## config.mk

```make
export PLATFORM = sky130hd
export DESIGN_NAME = regfile_dump
export DESIGN_NICKNAME = d
export VERILOG_FILES = /design/src/rtl/regfile_dump.sv
export SDC_FILE = /design/constraint.sdc
export NUM_CORES = 1
export LEC_CHECK = 0
export CORE_ASPECT_RATIO = 1.25
export CORE_UTILIZATION = 28
export CTS_BUF_LIST = sky130_fd_sc_hd__clkbuf_2 sky130_fd_sc_hd__clkbuf_4 sky130_fd_sc_hd__clkbuf_8
export DETAILED_ROUTE_END_ITERATION = 7
export PLACE_DENSITY = 0.61
export SLEW_MARGIN = 20
export SYNTH_ARGS = -nofsm -noshare
export SYNTH_HDL_FRONTEND = slang
export SYNTH_SLANG_ARGS = --single-unit
```

## constraint.sdc

```tcl
create_clock -name clk -period 2.7 [get_ports clk]
set_input_delay 0.27 -clock clk [delete_from_list [all_inputs] [get_ports clk]]
set_output_delay 0.27 -clock clk [all_outputs]
set_load 0.1 [all_outputs]
```

## src/rtl/regfile_dump.sv

```systemverilog
// Register-file dump engine: walks every register index, captures each value and
// presents it on a valid/ready stream. Define REGDUMP_SKIP_ZERO_EN to skip index 0.
module regfile_dump #(
    parameter int DATA_W = 64,
    parameter int ADDR_W = 5
) (
    input  logic              clk,
    input  logic              reset,
    input  logic              start,
    output logic [ADDR_W-1:0] rd_addr,
    input  logic [DATA_W-1:0] rd_data,
    output logic              out_valid,
    input  logic              out_ready,
    output logic [ADDR_W-1:0] out_addr,
    output logic [DATA_W-1:0] out_data,
    output logic              out_last,
    output logic              busy,
    output logic              done
);

`ifdef REGDUMP_SKIP_ZERO_EN
    localparam logic [ADDR_W-1:0] FIRST = ADDR_W'(1);
`else
    localparam logic [ADDR_W-1:0] FIRST = '0;
`endif
    localparam logic [ADDR_W-1:0] LAST = '1;

    typedef enum logic [1:0] {
        S_IDLE,
        S_READ,
        S_SEND,
        S_DONE
    } state_e;

    state_e            state_q;
    logic [ADDR_W-1:0] idx_q;
    logic [ADDR_W-1:0] out_addr_q;
    logic [DATA_W-1:0] out_data_q;
    logic              out_valid_q;
    logic              out_last_q;
    logic              busy_q;
    logic              done_q;

    always_ff @(posedge clk) begin
        // NOTE: the captured word is reset as well, so nothing stale is visible after an abort.
        if (reset) begin
            state_q     <= S_IDLE;
            idx_q       <= '0;
            out_addr_q  <= '0;
            out_data_q  <= '0;
            out_valid_q <= 1'b0;
            out_last_q  <= 1'b0;
            busy_q      <= 1'b0;
            done_q      <= 1'b0;
        end else begin
            case (state_q)
                S_IDLE: begin
                    if (start) begin
                        idx_q   <= FIRST;
                        busy_q  <= 1'b1;
                        state_q <= S_READ;
                    end
                end
                S_READ: begin
                    out_data_q  <= rd_data;
                    out_addr_q  <= idx_q;
                    out_last_q  <= (idx_q == LAST);
                    out_valid_q <= 1'b1;
                    state_q     <= S_SEND;
                end
                S_SEND: begin
                    // The word is held until the consumer takes it; start is ignored here.
                    if (out_ready) begin
                        out_valid_q <= 1'b0;
                        if (out_last_q) begin
                            done_q  <= 1'b1;
                            state_q <= S_DONE;
                        end else begin
                            idx_q   <= idx_q + 1'b1;
                            state_q <= S_READ;
                        end
                    end
                end
                S_DONE: begin
                    done_q  <= 1'b0;
                    busy_q  <= 1'b0;
                    state_q <= S_IDLE;
                end
                default: state_q <= S_IDLE;
            endcase
        end
    end

    assign rd_addr   = idx_q;
    assign out_valid = out_valid_q;
    assign out_addr  = out_addr_q;
    assign out_data  = out_data_q;
    assign out_last  = out_last_q;
    assign busy      = busy_q;
    assign done      = done_q;

endmodule

```

==> flow_summary.yaml, run 1 <==
global_routing:
  grt_max_degree: 46
  grt_pass1_vias: 2544
  grt_use_total_pct: 14.9
  grt_first_pass_wirelength_mm: 12.5
  overflow: 0
  antenna_found_initial: 0
synthesis:
  syn_inst: 355
  synth-main-ff-cell: "dfxtp_1"
  synth_top_area_share_pct: 56.1
  synth_warnings: 0
  avgSynthCellArea_um2: 8.04
  yosys-top-cells-count: "nand2_1 (147), dfxtp_1 (80), a21oi_1 (75)"
  synth_area_um2: 2860
  yosysMostFrequentCell: "nand2_1"
  synth_edf_count: 0
  synth_fp_nets: 425
  yosys-top-cells-area: "dfxtp_1 (56%), nand2_1 (19%), a21oi_1 (13%)"
  yosysSeqAreaShare_pct: 56.1
  async_reset_ff_share_pct: 0
  synth_seq_cells: 80
  yosys.area.top_type: "dfxtp_1"
  synth.distinct_cells: 24
sta:
  max_slew_margin_pct: 50.7
  hold_violations: 0
  timing.fmax_mhz: 669
  fin_worst_skew_ns: 0.00770
  fin_crit_sh_pct: 55.3
  rsz0062_at_grt: "false"
  tns_ns: 0
  tightest_slew_ns: 0.739
  setup_viol: 0
  post-route-min-period_ns: 1.49
  layout_setup_ws_ns: 1.21
  maxSlewViolCount: 0
final_layout:
  fin_cells: 620
  fin_area_um2: 4420
  area_delta_synth_final_pct: 54.6
  antenna_cells: 0
  nets: 559
  drive_gt1_share_pct: 21.1
floorplanning:
  row_count: 40
  die_area_um2: 10600
  initial_core_util_pct: 29.3
  io_pins: 146
  core_um2: 9760
  fp.dieW_um: 92.3
  die_h_um: 115
clock_network:
  cts_buffer_depth: 2
  clock_latency_ns: 0.34
  cts-root-buf: "clkbuf_8"
  postCtsSetupBuffers: 0
  clock-sinks: 80
  cts.reportedPaths.clkPinSlew_ns: 0.09
  htree_levels: 3
  cts_resized: 0
  cts_buffers: 9
  cts_tree: "yes"
  postCtsHoldBufs: 0
setup_path:
  criticalPathCategory: "reg -> reg"
  worst-r2r-cell-count: 4
  start_kind: "flip-flop"
  cp.required_ns: 2.97
  startpoint: "state_q[0]"
  cp-end-kind: "flip-flop"
  crit_arrival_ns: 1.76
  reg2reg_from: "state_q[0]"
  critPathMaxFanout: 45
route:
  wire_per_inst_um: 12.7
  drt-total-wl_mm: 7.89
  post-route-drc-count: 0
  dr.pass1.iters: 4
  ant_nets: 0
  via_per_inst: 4.42
  dr.first_iter.drc_count: 90
  vias: 2738
power:
  p_seq_share_pct: 42.4
  p_comb_share_pct: 25.1
  ir_drop_uv: 301
  switching_share_pct: 34.1
  power_density_nw_per_um2: 679
  finalPower_w: 0.00300
  intPower_w: 0.00198
  power_leakage_nw: 1.76
  pwr-share-clk_pct: 32.5
  switchingPower_w: 0.00102
place:
  place_ws_ns: 1.08
  numPortBuffers: 145
  gp_congestion: 0.770
  dp_hpwl_mm: 5.36
  dpl.cell_count: 604
  dpl-instance-area_um2: 4190
min_path:
  hold_class: "reg -> reg"
  min-delay-start: "out_data[16]"
  holdPathStages: 2
outcome:
  status: "finished, final reports clean"
run:
  maxCapViolCount: 0
-- critical path, stage by stage, from the launching register on --
cell and delay, ns:
dfxtp_1 0.51, nor2b_4 0.21, buf_4 0.43, nand2_1 0.11
a21oi_1 0.14
-- cells in the final DEF (no fill, tap or decap) --
cell and instances:
nand2_1 147, nor2b_1 1, clkdlybuf4s50_1 66, and3_1 1
and4bb_2 1, ha_1 2, inv_6 1, inv_1 1
a311oi_2 1, clkbuf_8 9, clkbuf_4 1, clkinvlp_4 2
o21ai_0 1, nor2b_4 1, o22ai_1 1, a41oi_1 1
nand2b_1 2, a31oi_1 1, a21oi_1 75, buf_4 82
nand2b_2 1, bufinv_16 2, nor2_1 2, buf_12 1
nand4bb_1 1, clkinv_4 1, a211oi_1 3, buf_2 1
nand3_1 3, a311oi_1 1, or3b_1 1, dfxtp_1 80
-- final timing paths --
kind                                     end  slack [ns]
worst max register to register  out_data[52]        1.21
worst min register to register  out_data[16]        0.46
worst min-delay path            out_data[16]        0.46
worst max-delay path            out_data[52]        1.21
-- per-layer routing --
| metal | part of all wire, % | vias up | GRT usage, % | wire length [µm] |
|---|---|---|---|---|
| met5 | 0 | - | 0 | 0 |
| met4 | 1.4 | 0 | 4.79 | 107 |
| met3 | 5.3 | 9 | 3.90 | 416 |
| met2 | 51 | 83 | 26.2 | 4050 |
| met1 | 42 | 1230 | 17.6 | 3310 |
| li1 | - | 1416 | - | - |
-- power groups by stage --
stage / Combinational [W] / Sequential, W / Clock [W]
final: 0.000753 / 0.00127 / 0.000974
after global routing: 0.000791 / 0.00128 / 0.00107
after CTS: 0.000759 / 0.00127 / 0.00101
after detailed placement: 0.000758 / 0.00130 / 0
after global placement: 0.000753 / 0.00130 / 0
after floorplan: 0.000144 / 0.00169 / 0
-- logic make-up (layout without fill, tap and decap cells) --
logic type	Yosys count	in the layout	synth area share, %
DFF	80	80	56.1
and+or+nand+nor	161	161	22.6
adders and majority gates	2	2	0.876
buffers and inverters	28	167	4.78
AOI/OAI and AO/OA	84	84	15.7
-- cell type report --
class	instances	area [µm²]
Sequential cell	80	1600
Multi-Input combinational cell	247	1130
Timing Repair Buffer	150	1300
Tap cell	126	158
Clock inverter	6	92.6
Fill cell	970	5340
Inverter	1	3.75
Clock buffer	10	131
-- stage by stage --
step	util, %	hold WS (ns)
after floorplan	-	0.406
after global placement	42.9	0.444
after detailed placement	42.9	0.447
after CTS	45.2	0.447
after global routing	45.2	0.460
final	45.2	0.456
-- flip-flops by register name, indices dropped and copies added, names as in the netlist --
name / count
rd_addr: 5
out_addr: 5
done: 1
out_last: 1
busy: 1
out_valid: 1
out_data: 64
state_q: 2
Note: power is estimated with default switching activity, not from simulation.
==> inputs of run 2 (changes only) <==
- PLACE_DENSITY: 0.61 -> 0.63
- clock period: 2.7 -> 1.3 ns (I/O delays scaled with it)
==> run 2 against run 1 <==
Net effect: non-clock buffer count is 13 higher; largest cell class is now non-clock buffers; critical endpoint is now rd_addr[2]; sequential power is 110% higher; via count is 5.6% higher; sequential share of layout area is 7.3 points lower; count of clock-buffer cells in the layout stayed put.
==> flow_summary.yaml, run 2 (synthesis results as in run 1) <==
final_layout:
  nets: 572
  antenna_cells: 0
  final_common_cell: "nand2_1"
  n_fill_cell: 864
  largest_reg_flops: 64
  drive_gt1_share_pct: 25.2
  area_delta_synth_final_pct: 96.4
  final_cell_mix: "nand2_1 (147), buf_12 (82), a21oi_1 (74)"
  fin_util_pct: 57.4
sta:
  hold_violations: 0
  timing.hold.ws_ns: 0.251
  setup_viol: 0
  rsz0062_at_grt: "false"
  maxSlewViolCount: 0
  fin_worst_skew_ns: 0.00652
  max_slew_margin_pct: 66.0
  tightest_slew_ns: 0.510
  fin_crit_sh_pct: 95.1
  post-route-min-period_ns: 1.24
  timing.fmax_mhz: 809
run:
  maxCapViolCount: 0
route:
  dr.pass1.iters: 4
  via_per_inst: 4.57
  dr_wl_met3_um: 487
  drt-met1-wl_mm: 3.21
  wire_per_inst_um: 13.7
  ant_nets: 0
  routed.top_layer: "met4"
  wl_met2_mm: 4.84
  dr.first_iter.drc_count: 69
  post-route-drc-count: 0
  vias: 2891
  drt-total-wl_mm: 8.65
floorplanning:
  initial_core_util_pct: 29.3
  core_um2: 9760
  fp.dieW_um: 92.3
  die_h_um: 115
  die_area_um2: 10600
  row_count: 40
  io_pins: 146
global_routing:
  grt_use_total_pct: 16.6
  antenna_found_initial: 0
  overflow: 0
  grt_max_degree: 39
  grt_pass1_vias: 2829
  grt_first_pass_wirelength_mm: 13.8
clock_network:
  clock-sinks: 80
  clock_latency_ns: 0.35
  htree_levels: 3
  cts_buffers: 9
  cts_tree: "yes"
  cts.reportedPaths.clkPinSlew_ns: 0.08
  cts-root-buf: "clkbuf_8"
  cts_buffer_depth: 2
outcome:
  status: "finished, final reports clean"
setup_path:
  cp-end-kind: "flip-flop"
  reg2reg_from: "out_last"
  critical_path.max_stage_delay_ns: 0.38
  cp.required_ns: 1.54
  critPathBufInv: 1
  worst-r2r-cell-count: 4
  criticalPathCategory: "reg -> reg"
  crit_chain: "and4bb_2, buf_4, a21oi_1, a311oi_1"
  cp.depth: 4
  cp_slowest_cell: "dfxtp_4"
  path_delay_family: "flip-flops"
  critPathMaxFanout: 6
  startpoint: "out_last"
  crit_arrival_ns: 1.48
  start_kind: "flip-flop"
power:
  power_leakage_nw: 2.10
  finalPower_w: 0.00700
  ir_drop_uv: 712
  power_density_nw_per_um2: 1250
min_path:
  holdPathStages: 2
  hold_class: "in -> reg"
  min-delay-start: "reset"
place:
  dp_hpwl_mm: 6.36
  numPortBuffers: 145
  gp_congestion: 0.810
-- run 2: per-stage QoR --
| stage | worst slack, ns | instances | TNS [ns] | cell area (µm²) |
|---|---|---|---|---|
| floorplan | -0.0672 | 355 | -0.0672 | 2870 |
| global placement | -0.115 | 616 | -0.299 | 5310 |
| detailed placement | -0.232 | 616 | -0.572 | 5310 |
| CTS | 0.0453 | 633 | 0 | 5590 |
| global route | 0.00681 | 633 | 0 | 5610 |
| finish | 0.0643 | 633 | 0 | 5610 |
-- run 2: path summary, 6_finish.rpt --
path	endpoint	slack, ns
hold reg to reg	out_data[33]	0.49
setup reg to reg	rd_addr[2]	0.06
hold / removal	out_valid	0.25
setup / recovery	rd_addr[2]	0.06
-- run 2: layer usage --
layer / global-route usage [%] / vias to the layer above
met2: 30.9 / 92
met1: 17.8 / 1345
met5: 0 / -
met3: 4.23 / 9
met4: 6.46 / 0
li1: - / 1445
-- run 2: report_power, final --
group	internal [W]	total, W	switching, W
Combinational	0.000752	0.00192	0.00117
Sequential	0.00257	0.00269	0.000126
Clock	0.00152	0.00239	0.000875
Total	0.00483	0.00700	0.00217
-- run 2: layout make-up --
class                      instances  area, µm²  share of cell area [%]
multi-input combinational        247       1140                    20.3
clock inverter                     6        130                    2.32
inverter                           1       3.75                  0.0669
clock buffer                      10        138                    2.45
sequential                        80       1620                    28.9
timing repair buffer             163       2420                    43.2
tap                              126        158                    2.81
-- run 2: timing repair --
action,CTS,global route
buffers inserted,1,0
hold buffers,0,0
endpoints found under the setup margin,2,62
gates cloned,0,0
resized for setup,1,7
hold endpoints to repair,0,0
pin swaps,1,1
